--- config.mk ---
export PLATFORM = sky130hd
export DESIGN_NAME = mult_accumulator
export DESIGN_NICKNAME = d
export VERILOG_FILES = /design/src/rtl/mult_accumulator.sv
export SDC_FILE = /design/constraint.sdc
export NUM_CORES = 1
export LEC_CHECK = 0
export BUFFER_PORTS_ARGS = -buffer_cell sky130_fd_sc_hd__buf_2
export CAP_MARGIN = 10
export CORE_ASPECT_RATIO = 1.25
export CORE_MARGIN = 2
export CORE_UTILIZATION = 30
export CTS_CLUSTER_SIZE = 14
export DETAILED_ROUTE_END_ITERATION = 10
export HOLD_SLACK_MARGIN = 0.1
export PLACE_DENSITY = 0.55
export SYNTH_ARGS = -nofsm -noshare
export SYNTH_HDL_FRONTEND = slang
export SYNTH_SLANG_ARGS = --single-unit
--- constraint.sdc ---
create_clock -name clk -period 4.9 [get_ports clk]
set_input_delay 0.735 -clock clk [delete_from_list [all_inputs] [get_ports clk]]
set_output_delay 0.735 -clock clk [all_outputs]
set_load 0.05 [all_outputs]
--- src/rtl/mult_accumulator.sv ---
// mult_accumulator: sums ACC_COUNT consecutive multiplier products.
// Products arrive on a valid/ready port. The completed sum is held on a
// second valid/ready port until that port accepts it.
// Optional macro MACC_SATURATE_EN: when it is defined, sums clamp to all-ones
// instead of wrapping.
module mult_accumulator #(
  parameter int INPUT1_WIDTH = 4,
  parameter int INPUT2_WIDTH = 5,
  parameter int ACC_WIDTH    = 16,
  parameter int ACC_COUNT    = 8
) (
  input  logic                                 clk,
  input  logic                                 rst_n,
  input  logic                                 clear,
  input  logic                                 in_valid,
  output logic                                 in_ready,
  input  logic [INPUT1_WIDTH+INPUT2_WIDTH-1:0] z,
  output logic                                 out_valid,
  input  logic                                 out_ready,
  output logic [ACC_WIDTH-1:0]                 acc_out,
  output logic                                 overflow
);

  localparam int PW = INPUT1_WIDTH + INPUT2_WIDTH;
  localparam int CW = (ACC_COUNT > 1) ? $clog2(ACC_COUNT) : 1;
  localparam logic [CW-1:0] LAST = CW'(ACC_COUNT - 1);

  // Reject parameter sets the datapath cannot represent.
  if (ACC_WIDTH < PW) begin : g_bad_width
    $error("mult_accumulator: ACC_WIDTH must be >= INPUT1_WIDTH+INPUT2_WIDTH");
  end
  if (ACC_COUNT < 1) begin : g_bad_count
    $error("mult_accumulator: ACC_COUNT must be >= 1");
  end

  typedef enum logic {ACCUM = 1'b0, HOLD = 1'b1} state_t;

  state_t               state_q;
  logic [ACC_WIDTH-1:0] acc_q;
  logic [CW-1:0]        cnt_q;
  logic                 ovf_q;
  logic [ACC_WIDTH-1:0] acc_out_q;
  logic                 out_valid_q;
  logic                 overflow_q;
  logic                 in_ready_q;

  logic [ACC_WIDTH:0]   sum;
  logic                 sum_c;
  logic [ACC_WIDTH-1:0] acc_d;
  logic                 accept;
  logic                 last;

  // One extra bit on the adder exposes the carry that marks an overflow.
  always_comb begin
    sum    = {1'b0, acc_q} + {{(ACC_WIDTH + 1 - PW){1'b0}}, z};
    sum_c  = sum[ACC_WIDTH];
`ifdef MACC_SATURATE_EN
    acc_d  = sum_c ? {ACC_WIDTH{1'b1}} : sum[ACC_WIDTH-1:0];
`else
    acc_d  = sum[ACC_WIDTH-1:0];
`endif
    accept = in_valid && in_ready_q;
    last   = (cnt_q == LAST);
  end

  // Control FSM and datapath. in_ready is registered, so it stays low for
  // the first cycle after reset and never depends on out_ready combinationally.
  always_ff @(posedge clk or negedge rst_n) begin
    if (!rst_n) begin
      state_q     <= ACCUM;
      acc_q       <= '0;
      cnt_q       <= '0;
      ovf_q       <= 1'b0;
      acc_out_q   <= '0;
      out_valid_q <= 1'b0;
      overflow_q  <= 1'b0;
      in_ready_q  <= 1'b0;
    end else if (clear) begin
      state_q     <= ACCUM;
      acc_q       <= '0;
      cnt_q       <= '0;
      ovf_q       <= 1'b0;
      out_valid_q <= 1'b0;
      overflow_q  <= 1'b0;
      in_ready_q  <= 1'b1;
    end else if (state_q == ACCUM) begin
      in_ready_q <= 1'b1;
      if (accept) begin
        if (last) begin
          acc_out_q   <= acc_d;
          out_valid_q <= 1'b1;
          overflow_q  <= overflow_q | ovf_q | sum_c;
          ovf_q       <= 1'b0;
          acc_q       <= '0;
          cnt_q       <= '0;
          state_q     <= HOLD;
          in_ready_q  <= 1'b0;
        end else begin
          acc_q <= acc_d;
          cnt_q <= cnt_q + CW'(1);
          ovf_q <= ovf_q | sum_c;
        end
      end
    end else begin
      if (out_ready) begin
        out_valid_q <= 1'b0;
        state_q     <= ACCUM;
        in_ready_q  <= 1'b1;
      end
    end
  end

  assign in_ready  = in_ready_q;
  assign out_valid = out_valid_q;
  assign acc_out   = acc_out_q;
  assign overflow  = overflow_q;

endmodule

==> run metrics, run 1 <==
postcts setup bufs=0; Post-Route WL=roughly 5.2 mm; Final Critical Period=2.50 ns; status=complete, no violations; largest family of logic cells by synthesized area=compound AO/OA/AOI/OAI gates; WL per Instance=14.7 um; clk_skew=0.00631 ns; Power Density=roughly 280 nW/um2; initial antenna violation count=0; Peak supply drop=104 uV; area delta synth->final=15.2%; Placement Rows=35; worst-margin pin slew=0.910 ns; post-synthesis cell area=2220 um2; antenna-violating nets left=0; DIE AREA=8110 um2; Synth top area share=about 45%; worst path required time=5.08 ns; type of the most critical hold path=reg2reg; critical-path maximum fanout=4; Synth Area in Adders=slightly above 7%; Setup TNS=0 ns; final net count=between 200 and 300; largest net degree at the start of global routing=41; routability cong.=0.820; total number of vias=1,800; layout cell share with drive strength beyond 1=about a fifth; Yosys cell types=48; DRT iter0 DRCs=80; PostCTS Resize Cnt=0; synth top area cells=dfrtp_1 45%, ha_1 6.2%, nand2_1 5.9%; CTS clk-pin slew, worst paths=0.08 ns; port buffer count=32; Vert. Die Dim=100 um; top cells by count, synth=40 x dfrtp_1, 35 x nand2_1, 19 x nor2_1; Rel. slew slack=39.3%; # diodes=0; Core Box Area=7270 um2; Worst setup EP type=flip-flop; RSZ-0062 raised after global routing=no; Sink Count=40; Gate Count Post-Synth=roughly 230; Pleak=1.25 nW; top-count cell post-synth=dfrtp_1; detailed placement HPWL=roughly 3.7 mm; Final Hold Fails=0; vias in the first global route=1,734; design area=between 2000 and 3000 um2; # DRC=0; Clock Latency Late Sink=approximately 0.29 ns; EDFF count, synth=0; Post-Syn Nets=254; crit path cell chain=buf_2 > ha_1 > fa_1 > a21o_1 > a221oi_2 > o21bai_1 > xor2_1 > mux2_2; total CTS buffers=5; Starting Density=between 30% and 40%; Max Cap Violations=0; IO Count=33; global-route wire length before repair=8.74 mm; global route total overflow=0; Via density=5.10; sequential area share after synthesis=45.1%; Post-Synth XOR/XNOR Area=2.37%; drt first pass iters=4; Setup crit start kind=input port; H-tree Lvls=2; WP data arrival=roughly 2.7 ns; gr usage total=14.0%; Main synth FF type=dfrtp_1; Worst path slowest cell=a221oi_2; TritonCTS clock tree=yes; Crit Path Category=in2reg; slowest cell delay on critical path=0.43 ns; fillers=761; Placed Area=2480 um2; Die Width=81.0 um; Max Freq=0.399 GHz; Final Max Tran Viols=0; Yosys warning count=0; mux cell area share after synthesis=2.42%; Clock Tree Buf Depth=2; Mean Syn Cell Area=around 10 um2; Final period util=51.1%; #FFs+latches synth=40; clock root cell=clkbuf_8; most area-hungry cell type in the Yosys netlist=dfrtp_1; hold_buf cts=0; setup violators final=0; Synth async-reset ratio=between 90% and 100%; complex-gate fraction of the synthesized area=21.5%; simple-gate share of the synthesized area=approximately a fifth
[cell families (layout without fill, tap and decap cells)]
group                      after synthesis  count (layout)
DFF                                     40              40
buffers and inverters                   11              44
adders and majority gates               12              12
AOI/OAI and AO/OA                       64              64
muxes                                    5               5
xor gates and xnor gates                 6               6
and+or+nand+nor                         90              90
[area by class of cell]
type | count | area [um2] | share of cell area, %
Clock buffer | 6 | 72.6 | 2.84
Clock inverter | 1 | 5.00 | 0.196
Inverter | 2 | 7.51 | 0.294
Multi-Input combinational cell | 177 | 1170 | 45.9
Sequential cell | 40 | 1000 | 39.1
Tap cell | 92 | 115 | 4.50
Timing Repair Buffer | 35 | 183 | 7.14
[worst max-delay path: cells and delay by family]
family,cells,cell delay [ns]
buffers and inverters,1,0.10
AO/OA/AOI/OAI,3,0.79
XOR/XNOR,1,0.17
adder cells (fa/ha/maj),2,0.63
multiplexers,1,0.26
[layer usage]
metal | global-route usage (%) | wire, um | vias to the layer above
met5 | 0 | 0 | -
met1 | 17.7 | 2310 | 849
met2 | 24.0 | 2590 | 35
li1 | - | - | 910
met3 | 2.61 | 205 | 6
met4 | 4.30 | 82 | 0
[placed cells by master (no fill, tap or decap), types with 4 or more instances in the layout]
master,count
dfrtp_1,40
nand2_1,35
buf_2,32
nor2_1,19
nand3_1,14
ha_1,11
a21oi_1,9
o21ai_0,8
o211ai_1,8
a22o_1,7
o2111ai_1,6
xnor2_1,5
clkbuf_8,5
a31oi_1,4
[through the flow]
| step | std cells | total power [mW] | hold WS (ns) | utilization [%] | setup WS, ns |
|---|---|---|---|---|---|
| global route | 353 | 0.760 | 0.501 | 35.2 | 2.25 |
| detailed placement | 346 | 0.505 | 0.460 | 34.1 | 2.12 |
| floorplan | 228 | 0.464 | 0.439 | - | 2.36 |
| CTS | 353 | 0.721 | 0.479 | 35.2 | 2.42 |
| global placement | 346 | 0.505 | 0.458 | 34.1 | 2.16 |
| finish | 353 | 0.709 | 0.471 | 35.2 | 2.40 |
[state kept, by name, summed over array words and instances, names as in the netlist]
name       flops
acc_out       16
out_valid      1
cnt_q          3
ovf_q          1
overflow       1
acc_q         16
in_ready       1
state_q        1
[final timing paths]
check                                              end                   start  slack [ns]  cells past startpoint
worst max-delay path            acc_out[8]$_DFFE_PN0P_                    z[0]        2.40                      8
worst min-delay path            acc_out[1]$_DFFE_PN0P_  acc_out[1]$_DFFE_PN0P_        0.47                      2
worst max register to register  acc_out[8]$_DFFE_PN0P_    acc_q[0]$_DFFE_PN0P_        2.56                      7
worst min register to register  acc_out[1]$_DFFE_PN0P_  acc_out[1]$_DFFE_PN0P_        0.47                      2
max in group asynchronous         overflow$_DFFE_PN0P_                   rst_n        3.76                      1
min in group asynchronous         acc_q[9]$_DFFE_PN0P_                   rst_n        0.57                      1
[where the power goes]
group	internal (mW)	switching [mW]	leakage, nW
Sequential	0.342	0.00945	0.546
Clock	0.0970	0.113	0.0410
Combinational	0.0577	0.0890	0.667
Total	0.497	0.212	1.25
Note: power is estimated with default switching activity, not from simulation.
==> run 2, diff against run 1 <==
--- a/config.mk
+++ b/config.mk
@@ -5,6 +5,7 @@
 export SDC_FILE = /design/constraint.sdc
 export NUM_CORES = 1
 export LEC_CHECK = 0
+export ABC_AREA = 1
 export BUFFER_PORTS_ARGS = -buffer_cell sky130_fd_sc_hd__buf_2
 export CAP_MARGIN = 10
 export CORE_ASPECT_RATIO = 1.25
==> constraint.sdc (replaced) <==
create_clock -name clk -period 2.6 [get_ports clk]
set_input_delay 0.39 -clock clk [delete_from_list [all_inputs] [get_ports clk]]
set_output_delay 0.39 -clock clk [all_outputs]
set_load 0.05 [all_outputs]
==> run 2 against run 1 <==
Against the previous run:
- clock-buffer cell count is the same
- critical path depth shrank 2
- combinational power grew 72%
- critical path type is now reg2reg
- global-route usage grew 0.25 points
- largest power group unchanged
==> run metrics, run 2 <==
Reg2Reg Depth=6; Vert. Die Dim=102 um; Post-Syn Nets=between 300 and 400; Clock Latency Late Sink=roughly 0.30 ns; Setup TNS=0 ns; Core Box Area=7440 um2; sequential power share=48.3%; vias in the first global route=1,988; Final Critical Period=approximately 1.9 ns; IO Count=33; global-route wire length before repair=9.23 mm; status=complete, no violations; # DRC=0; Starting Density=31.1%; Crit Path Category=reg2reg; Via density=between 4 and 5; Post-Route WL=about 5.2 mm; Power Density=515 nW/um2; top-count cell post-synth=nand2_1; EDFF count, synth=0; Final WS setup=0.690 ns; fillers=between 800 and 900; Sw Ratio=30.9%; sw power=0.424 mW; critical-path maximum fanout=23; Rel. slew slack=40.0%; RSZ-0062 raised after global routing=no; Yosys cell types=27; Final Max Tran Viols=0; Clock Tree Buf Depth=2; Main synth FF type=dfrtp_1; Placed Area=2570 um2; largest net degree at the start of global routing=just over 40; antenna-violating nets left=0; #FFs+latches synth=40; design area=2660 um2; Clk network pwr share=about a third; H-tree Lvls=2; Pleak=1.58 nW; Die Width=82.6 um; Mean Syn Cell Area=about 7.5 um2; # diodes=0; total number of vias=1,979; Sink Count=40; most area-hungry cell type in the Yosys netlist=dfrtp_1; Max Cap Violations=0; area delta synth->final=15.0%; Yosys warning count=0; worst-margin pin slew=0.901 ns; setup violators final=0; PostCTS Resize Cnt=0; Setup crit start kind=flip-flop; worst slack at placement=approximately 0.6 ns; DRT iter0 DRCs=77; Gate Count Post-Synth=307; WP data arrival=2.13 ns; Hold Slack=0.213 ns; port buffer count=32; global route total overflow=0; TritonCTS clock tree=yes; Synth async-reset ratio=100%; Worst setup EP type=flip-flop; Gate power share=between 10% and 20%; clk_skew=0.00809 ns; sequential area share after synthesis=between 40% and 50%; gr usage total=14.3%; Max Freq=0.523 GHz; synth top area cells=dfrtp_1 43%, nand2_1 21%, ha_1 5.9%; postcts setup bufs=0; DIE AREA=8440 um2; most frequent cells in the layout=128 x nand2_1, 40 x dfrtp_1, 32 x buf_2; Internal Power=between 0.9 and 1 mW; type of the most critical hold path=in2async; detailed placement HPWL=3.86 mm; worst path required time=2.82 ns; Synth top area share=between 40% and 50%; Non-Filler Instances=~430; commonest non-fill, non-tap cell in the layout=nand2_1; clock root cell=clkbuf_8; top cells by count, synth=128 x nand2_1, 40 x dfrtp_1, 28 x inv_1; initial antenna violation count=0; Peak supply drop=roughly 180 uV; Final period util=73.5%; hold_buf cts=0; layout cell share with drive strength beyond 1=18.4%; CTS clk-pin slew, worst paths=0.08 ns; WL per Instance=12.0 um; Final Hold Fails=0; final net count=approximately 370; post-synthesis cell area=2320 um2; drt first pass iters=4; total CTS buffers=5; Placement Rows=35; routability cong.=0.812; placed insts=~430
-- run 2: layout make-up --
type	instances	area [um2]	area share (%)
repair buffers	33	168	6.30
clock buffers	6	82.6	3.10
flip-flops and latches	40	1000	37.6
well taps	92	115	4.32
multi-input cells	226	1150	43.2
inverters	35	131	4.93
clock inverters	2	13.8	0.517
-- run 2: stage by stage --
stage	total power, mW	utilization [%]
detailed placement	0.932	34.5
global route	1.47	35.8
CTS	1.39	35.8
global placement	0.928	34.5
finish	1.37	35.8
floorplan	0.858	-
-- run 2: metal layers --
metal	routed length, um	track usage (%)	part of all wire [%]
met1	2350	18.0	45
met3	200	2.92	3.8
met2	2590	24.1	49
met5	0	0	0
met4	92	4.79	1.8
-- run 2: logic make-up after synthesis --
family,Yosys count,synth area share [%]
xor gates and xnor gates,7,2.65
and+or+nand+nor,187,35.5
adders and majority gates,12,6.81
AOI/OAI and AO/OA,20,4.70
DFF,40,43.2
buffers and inverters,41,7.08
-- run 2: path summary, 6_finish.rpt --
check,slack [ns],end,from
min,0.21,acc_q[8]$_DFFE_PN0P_,rst_n
max,0.69,out_valid$_DFFE_PN0P_,cnt_q[0]$_DFFE_PN0P_
max reg2reg,0.69,out_valid$_DFFE_PN0P_,cnt_q[0]$_DFFE_PN0P_
max in group asynchronous,1.83,acc_q[5]$_DFFE_PN0P_,rst_n
min reg2reg,0.48,acc_out[5]$_DFFE_PN0P_,acc_out[5]$_DFFE_PN0P_
min in group clk,0.27,out_valid$_DFFE_PN0P_,out_ready
-- run 2: power groups by stage --
stage	Combinational [mW]	Sequential, mW	Clock, mW
CTS	0.259	0.663	0.471
floorplan	0.185	0.673	0
global placement	0.253	0.675	0
finish	0.253	0.663	0.456
global route	0.298	0.667	0.502
detailed placement	0.257	0.675	0
-- run 2: critical path, stage by stage (launching register included) --
cell,delay [ns]
dfrtp_1,0.38
ha_1,0.16
ha_1,0.18
nand3_2,0.44
inv_2,0.43
nor2_1,0.07
a211oi_1,0.16
